**src/rtl/io_arb_2to1_if.sv**
```systemverilog
// Message + four-phase handshake bundle used on every io_arb_2to1 port.
`ifndef NS_ADDRESS_SIZE
`define NS_ADDRESS_SIZE 8
`endif
`ifndef NS_DATA_SIZE
`define NS_DATA_SIZE 16
`endif
`ifndef NS_REDUN_SIZE
`define NS_REDUN_SIZE 4
`endif

interface io_arb_2to1_if #(
  parameter int unsigned ASZ = `NS_ADDRESS_SIZE,
  parameter int unsigned DSZ = `NS_DATA_SIZE,
  parameter int unsigned RSZ = `NS_REDUN_SIZE
);
  logic [ASZ-1:0] src;
  logic [ASZ-1:0] dst;
  logic [DSZ-1:0] dat;
  logic [RSZ-1:0] red;
  logic           req;
  logic           ack;

  modport master (output src, output dst, output dat, output red, output req, input ack);
  modport slave  (input src, input dst, input dat, input red, input req, output ack);
endinterface

```
**src/rtl/io_arb_2to1.sv**
```systemverilog
// Two-requester round-robin arbiter merging four-phase message channels onto one output.
// Optional redundancy checking of granted messages is enabled by defining NS_ARB_REDUN_CHK_EN.
`ifndef NS_ADDRESS_SIZE
`define NS_ADDRESS_SIZE 8
`endif
`ifndef NS_DATA_SIZE
`define NS_DATA_SIZE 16
`endif
`ifndef NS_REDUN_SIZE
`define NS_REDUN_SIZE 4
`endif

`ifdef NS_ARB_REDUN_CHK_EN
// XOR-folds {src,dst,dat} into an RSZ-bit redundancy word.
module calc_redun #(
  parameter int unsigned ASZ = `NS_ADDRESS_SIZE,
  parameter int unsigned DSZ = `NS_DATA_SIZE,
  parameter int unsigned RSZ = `NS_REDUN_SIZE
) (
  input  logic [ASZ-1:0] src,
  input  logic [ASZ-1:0] dst,
  input  logic [DSZ-1:0] dat,
  output logic [RSZ-1:0] red_c
);
  localparam int unsigned MW = 2 * ASZ + DSZ;
  logic [MW-1:0] msg_c;

  assign msg_c = {src, dst, dat};

  always_comb begin
    red_c = '0;
    for (int unsigned i = 0; i < MW; i++) begin
      red_c[i % RSZ] = red_c[i % RSZ] ^ msg_c[i];
    end
  end
endmodule
`endif

module io_arb_2to1 #(
  parameter int unsigned ASZ = `NS_ADDRESS_SIZE,
  parameter int unsigned DSZ = `NS_DATA_SIZE,
  parameter int unsigned RSZ = `NS_REDUN_SIZE
) (
  input  logic              clk,
  input  logic              reset,
  io_arb_2to1_if.slave      i0,
  io_arb_2to1_if.slave      i1,
  io_arb_2to1_if.master     o0,
  output logic [3:0]        dbg_leds
);
  localparam logic [2:0] IDLE  = 3'd0;
  localparam logic [2:0] LATCH = 3'd1;
  localparam logic [2:0] IREL  = 3'd2;
  localparam logic [2:0] SEND  = 3'd3;
  localparam logic [2:0] OREL  = 3'd4;

  logic [2:0]     state, state_nxt;
  logic           gnt, gnt_nxt;
  logic           last, last_nxt;
  logic           ack0_q, ack0_nxt;
  logic           ack1_q, ack1_nxt;
  logic           oreq_q, oreq_nxt;
  logic           oack_low_seen, oack_low_seen_nxt;
  logic           busy_q;
  logic [ASZ-1:0] src_q, src_nxt;
  logic [ASZ-1:0] dst_q, dst_nxt;
  logic [DSZ-1:0] dat_q, dat_nxt;
  logic [RSZ-1:0] red_q, red_nxt;
  logic           elig0_c, elig1_c, gnt_req_c;
  logic           err0_q, err1_q;

  assign i0.ack   = ack0_q;
  assign i1.ack   = ack1_q;
  assign o0.req   = oreq_q;
  assign o0.src   = src_q;
  assign o0.dst   = dst_q;
  assign o0.dat   = dat_q;
  assign o0.red   = red_q;
  assign dbg_leds = {busy_q, err1_q, err0_q, last};

  assign elig0_c   = i0.req && !ack0_q;
  assign elig1_c   = i1.req && !ack1_q;
  assign gnt_req_c = gnt ? i1.req : i0.req;

  // State and registered-output update
  always_ff @(posedge clk or negedge reset) begin
    if (!reset) begin
      state         <= IDLE;
      gnt           <= 1'b0;
      last          <= 1'b1;
      ack0_q        <= 1'b0;
      ack1_q        <= 1'b0;
      oreq_q        <= 1'b0;
      oack_low_seen <= 1'b0;
      busy_q        <= 1'b0;
      src_q         <= '0;
      dst_q         <= '0;
      dat_q         <= '0;
      red_q         <= '0;
    end else begin
      state         <= state_nxt;
      gnt           <= gnt_nxt;
      last          <= last_nxt;
      ack0_q        <= ack0_nxt;
      ack1_q        <= ack1_nxt;
      oreq_q        <= oreq_nxt;
      oack_low_seen <= oack_low_seen_nxt;
      busy_q        <= (state_nxt != IDLE);
      src_q         <= src_nxt;
      dst_q         <= dst_nxt;
      dat_q         <= dat_nxt;
      red_q         <= red_nxt;
    end
  end

  // Next-state and next-output decode
  always_comb begin
    state_nxt         = state;
    gnt_nxt           = gnt;
    last_nxt          = last;
    ack0_nxt          = ack0_q;
    ack1_nxt          = ack1_q;
    oreq_nxt          = oreq_q;
    oack_low_seen_nxt = oack_low_seen;
    src_nxt           = src_q;
    dst_nxt           = dst_q;
    dat_nxt           = dat_q;
    red_nxt           = red_q;
    case (state)
      IDLE: begin
        if (elig0_c && elig1_c) begin
          gnt_nxt   = ~last;
          state_nxt = LATCH;
        end else if (elig0_c) begin
          gnt_nxt   = 1'b0;
          state_nxt = LATCH;
        end else if (elig1_c) begin
          gnt_nxt   = 1'b1;
          state_nxt = LATCH;
        end
      end
      LATCH: begin
        src_nxt   = gnt ? i1.src : i0.src;
        dst_nxt   = gnt ? i1.dst : i0.dst;
        dat_nxt   = gnt ? i1.dat : i0.dat;
        red_nxt   = gnt ? i1.red : i0.red;
        last_nxt  = gnt;
        ack0_nxt  = !gnt;
        ack1_nxt  = gnt;
        state_nxt = IREL;
      end
      IREL: begin
        if (!gnt_req_c) begin
          ack0_nxt          = 1'b0;
          ack1_nxt          = 1'b0;
          oreq_nxt          = 1'b1;
          oack_low_seen_nxt = 1'b0;
          state_nxt         = SEND;
        end
      end
      SEND: begin
        // An ack still high from the previous transfer is ignored until it is seen low.
        if (!o0.ack) begin
          oack_low_seen_nxt = 1'b1;
        end else if (oack_low_seen) begin
          oreq_nxt  = 1'b0;
          state_nxt = OREL;
        end
      end
      OREL: begin
        if (!o0.ack) state_nxt = IDLE;
      end
      default: state_nxt = IDLE;
    endcase
  end

`ifdef NS_ARB_REDUN_CHK_EN
  logic [RSZ-1:0] calc0_c, calc1_c;

  calc_redun #(.ASZ(ASZ), .DSZ(DSZ), .RSZ(RSZ)) u_calc0 (
    .src(i0.src), .dst(i0.dst), .dat(i0.dat), .red_c(calc0_c)
  );
  calc_redun #(.ASZ(ASZ), .DSZ(DSZ), .RSZ(RSZ)) u_calc1 (
    .src(i1.src), .dst(i1.dst), .dat(i1.dat), .red_c(calc1_c)
  );

  // Sticky error flags, checked only for the granted requester while latching
  always_ff @(posedge clk or negedge reset) begin
    if (!reset) begin
      err0_q <= 1'b0;
      err1_q <= 1'b0;
    end else if (state == LATCH) begin
      if (!gnt && (calc0_c != i0.red)) err0_q <= 1'b1;
      if (gnt && (calc1_c != i1.red))  err1_q <= 1'b1;
    end
  end
`else
  assign err0_q = 1'b0;
  assign err1_q = 1'b0;
`endif
endmodule

```
**src/flat_wrapper.sv**
```systemverilog
// flat-port wrapper written by rule: the top's interface ports become plain ports
module io_arb_2to1_flat 
#(
  parameter int unsigned ASZ = `NS_ADDRESS_SIZE,
  parameter int unsigned DSZ = `NS_DATA_SIZE,
  parameter int unsigned RSZ = `NS_REDUN_SIZE
)
  (clk, reset, dbg_leds, i0_src, i0_dst, i0_dat, i0_red, i0_req, i0_ack, i1_src, i1_dst, i1_dat, i1_red, i1_req, i1_ack, o0_src, o0_dst, o0_dat, o0_red, o0_req, o0_ack);
  io_arb_2to1_if #(.ASZ(ASZ), .DSZ(DSZ), .RSZ(RSZ)) i0_i ();
  io_arb_2to1_if #(.ASZ(ASZ), .DSZ(DSZ), .RSZ(RSZ)) i1_i ();
  io_arb_2to1_if #(.ASZ(ASZ), .DSZ(DSZ), .RSZ(RSZ)) o0_i ();
  input  logic clk;
  input  logic reset;
  output logic [3:0] dbg_leds;
  input wire logic [$bits(i0_i.src)-1:0] i0_src;
  input wire logic [$bits(i0_i.dst)-1:0] i0_dst;
  input wire logic [$bits(i0_i.dat)-1:0] i0_dat;
  input wire logic [$bits(i0_i.red)-1:0] i0_red;
  input wire logic [$bits(i0_i.req)-1:0] i0_req;
  output wire logic [$bits(i0_i.ack)-1:0] i0_ack;
  input wire logic [$bits(i1_i.src)-1:0] i1_src;
  input wire logic [$bits(i1_i.dst)-1:0] i1_dst;
  input wire logic [$bits(i1_i.dat)-1:0] i1_dat;
  input wire logic [$bits(i1_i.red)-1:0] i1_red;
  input wire logic [$bits(i1_i.req)-1:0] i1_req;
  output wire logic [$bits(i1_i.ack)-1:0] i1_ack;
  output wire logic [$bits(o0_i.src)-1:0] o0_src;
  output wire logic [$bits(o0_i.dst)-1:0] o0_dst;
  output wire logic [$bits(o0_i.dat)-1:0] o0_dat;
  output wire logic [$bits(o0_i.red)-1:0] o0_red;
  output wire logic [$bits(o0_i.req)-1:0] o0_req;
  input wire logic [$bits(o0_i.ack)-1:0] o0_ack;
  assign i0_i.src = i0_src;
  assign i0_i.dst = i0_dst;
  assign i0_i.dat = i0_dat;
  assign i0_i.red = i0_red;
  assign i0_i.req = i0_req;
  assign i0_ack = i0_i.ack;
  assign i1_i.src = i1_src;
  assign i1_i.dst = i1_dst;
  assign i1_i.dat = i1_dat;
  assign i1_i.red = i1_red;
  assign i1_i.req = i1_req;
  assign i1_ack = i1_i.ack;
  assign o0_src = o0_i.src;
  assign o0_dst = o0_i.dst;
  assign o0_dat = o0_i.dat;
  assign o0_red = o0_i.red;
  assign o0_req = o0_i.req;
  assign o0_i.ack = o0_ack;
  io_arb_2to1 #(.ASZ(ASZ), .DSZ(DSZ), .RSZ(RSZ)) u_core (.clk(clk), .reset(reset), .i0(i0_i), .i1(i1_i), .o0(o0_i), .dbg_leds(dbg_leds));
endmodule
```
**config.mk**
```make
export PLATFORM = sky130hd
export DESIGN_NAME = io_arb_2to1_flat
export DESIGN_NICKNAME = d
export VERILOG_FILES = /design/src/rtl/io_arb_2to1_if.sv /design/src/rtl/io_arb_2to1.sv /design/src/flat_wrapper.sv
export SDC_FILE = /design/constraint.sdc
export NUM_CORES = 1
export LEC_CHECK = 0
export BUFFER_PORTS_ARGS = -buffer_cell sky130_fd_sc_hd__buf_4
export CORE_ASPECT_RATIO = 0.7
export CORE_MARGIN = 4
export CORE_UTILIZATION = 45
export DETAILED_ROUTE_END_ITERATION = 6
export HOLD_SLACK_MARGIN = 0.12
export PLACE_DENSITY_LB_ADDON = 0.08
export SKIP_CTS_REPAIR_TIMING = 1
export SLEW_MARGIN = 30
export SYNTH_ARGS = -nofsm -noshare
export SYNTH_HDL_FRONTEND = slang
export SYNTH_SLANG_ARGS = --single-unit
```
**constraint.sdc**
```tcl
create_clock -name clk -period 1.7 [get_ports clk]
set_clock_uncertainty 0.15 [all_clocks]
set_input_delay 0.255 -clock clk [delete_from_list [all_inputs] [get_ports clk]]
set_output_delay 0.255 -clock clk [all_outputs]
set_load 0.01 [all_outputs]
```
After elaboration in Yosys (flattened, before gate mapping)
Cells that the tools add are included.
{"block": "totals", "regBits": 46, "latchBits": 0, "ramBits": 0, "rom_bits": 0, "output_inout_bits": 43, "wordCells": 61, "memories": 0}
{"block": "op_classes", "addsub": 0, "multipliers": 0, "div": 0, "order_cmp": 0, "eq_ne": 8, "shift": 0, "mux": 25, "n_bitwise": 1, "n_reduce_logical": 15}
{"op": "$mux 3", "n": 7}
{"op": "$mux 16", "n": 1}
{"op": "$mux 8", "n": 2}
{"op": "$pmux 3 s5", "n": 1}
{"op": "$mux 1", "n": 9}
{"op": "$pmux 1 s2", "n": 4}
{"op": "$eq 3x2->1 const B", "n": 2}
{"op": "$ne 2x2->1 const B", "n": 3}
{"op": "$reduce_bool 3->1", "n": 2}
{"op": "$mux 4", "n": 1}
{"op": "$reduce_and 2->1", "n": 2}
{"op": "$reduce_and 4->1", "n": 1}
{"op": "$reduce_bool 2->1", "n": 2}
{"op": "$eq 3x1->1 const B", "n": 1}
{"op": "$eq 3x3->1 const B", "n": 1}
{"op": "$logic_and 1x1->1", "n": 3}
{"op": "$logic_not 1->1", "n": 3}
{"op": "$logic_not 3->1", "n": 1}
{"op": "$reduce_and 3->1", "n": 1}
{"op": "$ne 2x1->1 const B", "n": 1}
{"op": "$not 1->1", "n": 1}

Logic depth before layout (Yosys ltp)
Gate-level depths: netlist (run 1).
{"block": "logic_depth", "ltp_word": 7, "ltp_mapped": 6, "depth_no_buf": 3}

Least setup slack after synthesis (run 1)
OpenSTA, ideal clock, no wires.
{"block": "synth_timing", "path_type": "register -> register", "startpoint": "register u_core.gnt", "endpoint": "register u_core.oack_low_seen", "arrival_ns": 1.251, "t_required_ns": 1.428, "path_slack_ns": 0.177, "stages_incl_launch_ff": 5, "path_buffers": 1, "cell_sequence": "dfrtp_1 > buf_2 > mux2_4 > or3_1 > o2bb2ai_1"}
{"block": "synth_via", "elab_chain_len": 3}
{"item": "start, declared", "line_no": "io_arb_2to1.sv:58", "rtl": "logic gnt, gnt_nxt;"}
{"item": "start signal, assigned", "line_no": "io_arb_2to1.sv:102", "rtl": "gnt <= gnt_nxt;"}
{"item": "$mux 1", "line_no": "io_arb_2to1.sv:83", "rtl": "assign gnt_req_c = gnt ? i1.req : i0.req;"}
{"item": "$ne 2x2->1 (no source line)"}
{"item": "$reduce_and 3->1 (no source line)"}
{"item": "end signal, assigned", "line_no": "io_arb_2to1.sv:107", "rtl": "oack_low_seen <= oack_low_seen_nxt;"}
{"item": "end, declared", "line_no": "io_arb_2to1.sv:63", "rtl": "logic oack_low_seen, oack_low_seen_nxt;"}
No other way between the ends.
A chain may end at the register's enable or synchronous reset.

Worst setup path after layout (run 1)
Ends and elaborated chain as after synthesis.

==> metrics.txt, run 1 <==
# TYPE chip_impl_metric gauge
chip_impl_metric{name="grt_start_max_net_pins",unit=""} 59
chip_impl_metric{name="layout.filler_cells",unit=""} 315
chip_impl_info{name="cts_root_buf",value="clkbuf_8"} 1
chip_impl_metric{name="area_delta_synth_final",unit="%"} 71.6
chip_impl_metric{name="post_drt_wl_per_cell",unit="microns"} 14.4
chip_impl_metric{name="power.ir.vdd_worst",unit="mV"} 0.759
chip_impl_metric{name="yosys_warnings",unit=""} 0
chip_impl_metric{name="post_route_clock_period_utilization",unit=""} 0.927
chip_impl_metric{name="dp_slack",unit="ns"} 0.146
chip_impl_info{name="unrepaired_setup_endpoints_after_global_routing",value="no"} 1
chip_impl_metric{name="first_pass_iters",unit=""} 4
chip_impl_info{name="setup.worst_path.class",value="reg2reg"} 1
chip_impl_metric{name="first_pass_grt_wire_length",unit="mm"} 8.29
chip_impl_metric{name="floorplan.io_pins",unit=""} 120
chip_impl_metric{name="grt_overflow_total",unit=""} 0
chip_impl_metric{name="tightestPinTransition",unit="ns"} 0.574
chip_impl_metric{name="maxCapViolCount",unit=""} 0
chip_impl_metric{name="place.gp.congestion",unit=""} 0.802
chip_impl_metric{name="synth_edf_count",unit=""} 0
chip_impl_metric{name="min_period",unit="ns"} 1.58
chip_impl_metric{name="worstSkewPairLatency",unit="ns"} 0.29
chip_impl_metric{name="timing.critical_path.arrival",unit="ns"} 1.61
chip_impl_metric{name="remaining_drc_errors",unit=""} 0
chip_impl_metric{name="antenna_cells_inserted",unit=""} 0
chip_impl_info{name="run_status",value="finished clean"} 1
chip_impl_metric{name="clock-sinks",unit=""} 46
chip_impl_metric{name="htree_levels",unit=""} 2
chip_impl_info{name="synthTopCellsByArea",value="dfrtp_1, mux2i_1, nand2_1, o21ai_1, o21ai_2"} 1
chip_impl_info{name="synthTopCellsByCount",value="dfrtp_1, nand2_1, mux2i_1, o21ai_1, o21ai_2"} 1
chip_impl_metric{name="detail-route-antenna-nets",unit=""} 0
chip_impl_metric{name="floorplan.die.height",unit="microns"} 67.1
chip_impl_metric{name="critPathMaxFanout",unit=""} 3
chip_impl_metric{name="floorplan.die.width",unit="microns"} 92.4
chip_impl_metric{name="grt_pass1_vias",unit=""} 1735
chip_impl_info{name="most_used_flip_flop_cell_after_synthesis",value="dfrtp_1"} 1
chip_impl_metric{name="setup-violations-final",unit=""} 0
chip_impl_metric{name="ys_async_sr_fraction",unit=""} 1.00
chip_impl_metric{name="ctsLongestPathBuffers",unit=""} 2
chip_impl_metric{name="drt-initial-drc-count",unit=""} 97
chip_impl_metric{name="seqCellArea",unit="sq mm"} 0.00115
chip_impl_metric{name="yosys_register_bits",unit=""} 46
chip_impl_metric{name="grt_use_total",unit=""} 0.173
chip_impl_metric{name="synth_top_area_frac",unit=""} 0.502
chip_impl_metric{name="total_leakage_power",unit="nW"} 1.95
chip_impl_metric{name="syn-mean-instance-area",unit="sq um"} 10.6
chip_impl_metric{name="syn_area",unit="sq mm"} 0.00224
chip_impl_metric{name="post_drt_via_cell_ratio",unit=""} 4.74
chip_impl_info{name="tritoncts",value="done"} 1
chip_impl_metric{name="design.final.nets",unit=""} 458
chip_impl_info{name="crit_end_element",value="flop"} 1
chip_impl_metric{name="clk_transition_reported_paths",unit="ns"} 0.09
chip_impl_metric{name="worst_slack",unit="ns"} 0.125
chip_impl_metric{name="port_buffers",unit=""} 117
chip_impl_metric{name="initial_core_util",unit=""} 0.467
chip_impl_metric{name="routed_vias",unit=""} 2136
chip_impl_metric{name="finalWirelength",unit="mm"} 6.48
chip_impl_metric{name="multi_input_comb_area",unit="sq um"} 946
chip_impl_metric{name="final_hpwl_from_detailed_placement",unit="mm"} 4.02
chip_impl_metric{name="timing.slew.headroom",unit=""} 0.617
chip_impl_metric{name="post_synth_inst_count",unit=""} 211
chip_impl_info{name="worst_setup_path_start_kind",value="flop"} 1
chip_impl_metric{name="yosysUniqueCellTypes",unit=""} 29
chip_impl_metric{name="worstPathRequired",unit="ns"} 1.73
chip_impl_metric{name="synth.yosys.seq_area_share",unit=""} 0.514
chip_impl_info{name="synthDominantAreaCellType",value="dfrtp_1"} 1
chip_impl_metric{name="setup_tns",unit="ns"} 0
chip_impl_metric{name="layout-drive-gt1-share",unit=""} 0.390
chip_impl_metric{name="core_region_area",unit="sq mm"} 0.00481
chip_impl_metric{name="total_die_area",unit="sq mm"} 0.00620
chip_impl_metric{name="timing_hold_violations_final",unit=""} 0
chip_impl_metric{name="cts_made_buffers",unit=""} 5
chip_impl_info{name="timing.hold.worst.class",value="in2reg"} 1
chip_impl_metric{name="antenna_found_initial",unit=""} 0
chip_impl_metric{name="achievable-frequency",unit="GHz"} 0.635
chip_impl_metric{name="count_of_pins_over_their_slew_limit",unit=""} 0
chip_impl_metric{name="power_density",unit="mW/mm^2"} 1530
chip_impl_metric{name="std_cell_rows",unit=""} 21
area by class of cell:
class,instances,area share
clock buffers,6,0.0215
clock inverters,2,0.0156
inverters,1,0.000975
multi-input cells,146,0.246
flip-flops and latches,46,0.300
well taps,69,0.0224
repair buffers,181,0.394
sequential cells by signal (all words and copies together), names as in the netlist:
register              cells
u_core.o0.src             8
u_core.i0.ack             1
u_core.oack_low_seen      1
u_core.gnt                1
u_core.state              3
u_core.busy_q             1
u_core.o0.req             1
u_core.last               1
u_core.o0.red             4
u_core.o0.dat            16
u_core.i1.ack             1
u_core.o0.dst             8
placed cells by master (no fill, tap or decap), drive strengths merged:
cell type | Yosys | layout
a22oi | 2 | 2
bufinv | 0 | 2
o22ai | 1 | 1
o2bb2ai | 1 | 1
conb | 1 | 2
nor3b | 1 | 1
o21ai | 40 | 40
and3b | 1 | 1
nor2 | 3 | 3
mux2 | 1 | 1
nand3 | 1 | 1
nor3 | 3 | 3
nand2b | 1 | 1
or3b | 1 | 1
nor2b | 3 | 3
dfrtp | 45 | 45
nand2 | 45 | 45
dfstp | 1 | 1
dlygate4sd3 | 0 | 58
buf | 17 | 123
a31oi | 1 | 1
mux2i | 36 | 36
inv | 1 | 1
or3 | 1 | 1
clkbuf | 2 | 6
a21oi | 1 | 1
nand3b | 1 | 1
through the flow:
step                hold slack [ns]  instances  utilization  area [sq um]  total power [mW]
floorplan                    -0.191        212            -          2250              3.71
global placement              0.142        385        0.650          3130              4.76
detailed placement            0.144        385        0.650          3130              4.83
CTS                          -0.177        393        0.680          3270              5.82
global route                  0.111        451        0.800          3850              6.36
finish                       0.0836        451        0.800          3850              5.90
path summary, 6_finish.rpt:
check | startpoint | to | slack (ns) | cells past startpoint
min in group asynchronous | reset | u_core.o0.dat[9] | 0.34 | 2
worst max-delay path | u_core.gnt | u_core.oack_low_seen | 0.12 | 3
worst min register to register | u_core.o0.dst[2] | u_core.o0.dst[2] | 0.33 | 2
worst min-delay path | i0_dst[0] | u_core.o0.dst[0] | 0.08 | 3
max in group asynchronous | reset | u_core.gnt | 0.62 | 2
worst max register to register | u_core.gnt | u_core.oack_low_seen | 0.12 | 3
critical path: stages (launching register included):
cell       delay (ns)
dfrtp_2          0.44
mux2_4           0.31
or3_1            0.42
o2bb2ai_1        0.16
cells by family (layout without fill, tap and decap cells):
family,after synthesis,in the layout,synth area share
other,1,2,0.00167
AOI/OAI and AO/OA,46,46,0.132
and+or+nand+nor,61,61,0.119
DFF,46,46,0.514
muxes,37,37,0.167
buffers and inverters,20,190,0.0664
per-layer routing:
metal / GRT usage / part of all wire / wire [microns]
met3: 0.0745 / 0.096 / 620
met1: 0.235 / 0.41 / 2670
met2: 0.246 / 0.47 / 3070
met5: 0 / 0 / 0
met4: 0.0556 / 0.019 / 124
where the power goes:
part / switching (mW) / leakage [nW] / internal (mW)
clock network: 0.363 / 0.0714 / 0.627
registers: 0.305 / 0.555 / 1.64
logic: 1.46 / 1.32 / 1.50
Power figures use the tool's default switching activity.
==> run 2: changes to the inputs <==
CORE_UTILIZATION = 39   (was 45)
==> metrics.txt, run 2 (synthesis gave the netlist of run 1 again) <==
# TYPE chip_impl_metric gauge
chip_impl_info{name="timing.hold.worst.class",value="in2reg"} 1
chip_impl_metric{name="critPathMaxFanout",unit=""} 42
chip_impl_metric{name="power.internal",unit="mW"} 3.61
chip_impl_metric{name="ff2ff_path_depth",unit=""} 4
chip_impl_metric{name="post_drt_via_cell_ratio",unit=""} 4.61
chip_impl_metric{name="final_hpwl_from_detailed_placement",unit="mm"} 4.03
chip_impl_metric{name="core_region_area",unit="sq mm"} 0.00540
chip_impl_metric{name="maxCapViolCount",unit=""} 0
chip_impl_info{name="unrepaired_setup_endpoints_after_global_routing",value="no"} 1
chip_impl_metric{name="grt.met1_usage",unit=""} 0.190
chip_impl_metric{name="setup_tns",unit="ns"} 0
chip_impl_info{name="cts_root_buf",value="clkbuf_8"} 1
chip_impl_metric{name="antenna_cells_inserted",unit=""} 0
chip_impl_metric{name="detail-route-antenna-nets",unit=""} 0
chip_impl_metric{name="post_route_clock_period_utilization",unit=""} 0.899
chip_impl_metric{name="first_pass_grt_wire_length",unit="mm"} 8.58
chip_impl_metric{name="worstPathRequired",unit="ns"} 1.72
chip_impl_metric{name="routed_vias",unit=""} 2117
chip_impl_metric{name="layout.filler_cells",unit=""} 406
chip_impl_metric{name="worst_slack",unit="ns"} 0.171
chip_impl_info{name="setup.worst_path.class",value="reg2reg"} 1
chip_impl_metric{name="setup-violations-final",unit=""} 0
chip_impl_metric{name="clock-sinks",unit=""} 46
chip_impl_metric{name="finish.utilization",unit=""} 0.719
chip_impl_metric{name="htree_levels",unit=""} 2
chip_impl_info{name="crit_end_element",value="flop"} 1
chip_impl_metric{name="worstSkewPairLatency",unit="ns"} 0.30
chip_impl_metric{name="grt_start_max_net_pins",unit=""} 47
chip_impl_metric{name="power_switching",unit="mW"} 2.11
chip_impl_metric{name="tightestPinTransition",unit="ns"} 0.568
chip_impl_metric{name="layout-drive-gt1-share",unit=""} 0.380
chip_impl_metric{name="timing.slew.headroom",unit=""} 0.621
chip_impl_metric{name="floorplan.die.height",unit="microns"} 71.5
chip_impl_metric{name="post_drt_wl_per_cell",unit="microns"} 13.8
chip_impl_info{name="r2r_start",value="u_core.state[1]"} 1
chip_impl_metric{name="area_delta_synth_final",unit="%"} 72.9
chip_impl_metric{name="grt_pass1_vias",unit=""} 1805
chip_impl_metric{name="count_of_pins_over_their_slew_limit",unit=""} 0
chip_impl_info{name="worst_setup_path_start_kind",value="flop"} 1
chip_impl_metric{name="timing_hold_violations_final",unit=""} 0
chip_impl_metric{name="total_die_area",unit="sq mm"} 0.00705
chip_impl_metric{name="power_density",unit="mW/mm^2"} 1470
chip_impl_metric{name="largest_register_ff_count",unit=""} 16
chip_impl_metric{name="std_cell_rows",unit=""} 22
chip_impl_info{name="min_to",value="u_core.o0.dat[15]"} 1
chip_impl_metric{name="power_frac_clock",unit=""} 0.138
chip_impl_metric{name="floorplan.die.width",unit="microns"} 98.7
chip_impl_metric{name="ctsLongestPathBuffers",unit=""} 2
chip_impl_metric{name="finalWirelength",unit="mm"} 6.32
chip_impl_info{name="final_common_cell",value="buf_4"} 1
chip_impl_metric{name="switching_share",unit=""} 0.368
chip_impl_metric{name="remaining_drc_errors",unit=""} 0
chip_impl_metric{name="total_leakage_power",unit="nW"} 1.96
chip_impl_metric{name="design.final.nets",unit=""} 463
chip_impl_metric{name="port_buffers",unit=""} 117
chip_impl_metric{name="achievable-frequency",unit="GHz"} 0.654
chip_impl_metric{name="min_period",unit="ns"} 1.53
chip_impl_metric{name="initial_core_util",unit=""} 0.416
chip_impl_metric{name="cts_made_buffers",unit=""} 5
chip_impl_metric{name="place.gp.congestion",unit=""} 0.755
chip_impl_metric{name="floorplan.io_pins",unit=""} 120
chip_impl_metric{name="timing.critical_path.arrival",unit="ns"} 1.55
chip_impl_metric{name="use_met3",unit=""} 0.0623
chip_impl_metric{name="first_pass_iters",unit=""} 4
chip_impl_metric{name="groute.layer.met2.usage",unit=""} 0.243
chip_impl_metric{name="seqCellArea",unit="sq mm"} 0.00115
chip_impl_info{name="hold_start",value="i0_dat[15]"} 1
chip_impl_metric{name="worst-r2r-setup-slack",unit="ns"} 0.17
chip_impl_metric{name="hold_depth",unit=""} 3
chip_impl_metric{name="pwr-share-seq",unit=""} 0.334
chip_impl_info{name="regToRegEndpoint",value="u_core.o0.red[0]"} 1
chip_impl_info{name="run_status",value="finished clean"} 1
chip_impl_metric{name="clk_transition_reported_paths",unit="ns"} 0.08
chip_impl_info{name="gr-max-usage-layer",value="met2"} 1
chip_impl_metric{name="power.ir.vdd_worst",unit="mV"} 1.00
chip_impl_metric{name="antenna_found_initial",unit=""} 0
chip_impl_metric{name="grt_use_total",unit=""} 0.150
chip_impl_metric{name="dp_slack",unit="ns"} 0.184
chip_impl_info{name="most_frequent_cells_in_the_layout",value="buf_4, dlygate4sd3_1, nand2_1, dfrtp_1, mux2i_1"} 1
chip_impl_metric{name="multi_input_comb_area",unit="sq um"} 946
chip_impl_metric{name="grt_overflow_total",unit=""} 0
chip_impl_metric{name="design_power_total",unit="mW"} 5.72
chip_impl_metric{name="drt-initial-drc-count",unit=""} 60
chip_impl_info{name="tritoncts",value="done"} 1
chip_impl_metric{name="comb_power_share",unit=""} 0.527
[run 2: per-stage QoR]
step / instances / hold WS (ns) / area [sq um]
global placement: 388 / 0.149 / 3140
CTS: 396 / -0.179 / 3250
floorplan: 212 / -0.191 / 2250
global route: 459 / 0.121 / 3880
finish: 459 / 0.0831 / 3880
detailed placement: 388 / 0.150 / 3140
[run 2: worst max-delay path by stage]
stage | startpoint | end | slack (ns) | depth (start not counted)
6_report | u_core.state[1] | u_core.o0.red[0] | 0.17 | 4
5_1_grt | u_core.state[1] | u_core.o0.red[2] | 0.09 | 4
4_1_cts | u_core.state[1] | u_core.o0.src[0] | 0.16 | 4
3_5_place_dp | u_core.state[1] | u_core.o0.src[0] | 0.18 | 4
3_3_place_gp | u_core.gnt | u_core.oack_low_seen | 0.20 | 3
2_1_floorplan | u_core.gnt | u_core.oack_low_seen | 0.18 | 4
[run 2: power by group through the flow]
stage	clock [mW]	combinational, mW	sequential, mW
after global placement	0	2.88	1.92
after global routing	0.863	3.31	1.99
after detailed placement	0	2.93	1.93
after CTS	0.819	2.93	1.92
after floorplan	0	1.58	2.12
final	0.792	3.01	1.91
[run 2: critical path, cell delays in order (launching register included)]
cell and delay, ns:
dfrtp_1 0.38, or3b_4 0.41, buf_4 0.27, nand2_1 0.12, o21ai_1 0.07
[run 2: cell type report]
type	count	share of cell area
clock inverters	1	0.00774
repair buffers	186	0.407
multi-input cells	146	0.244
flip-flops and latches	46	0.297
well taps	72	0.0232
inverters	1	0.000968
clock buffers	7	0.0197
[run 2: per-layer routing]
layer | routed length (microns) | vias to the layer above
li1 | - | 1072
met1 | 2630 | 969
met2 | 3190 | 70
met3 | 449 | 6
met4 | 46 | 0
met5 | 0 | -
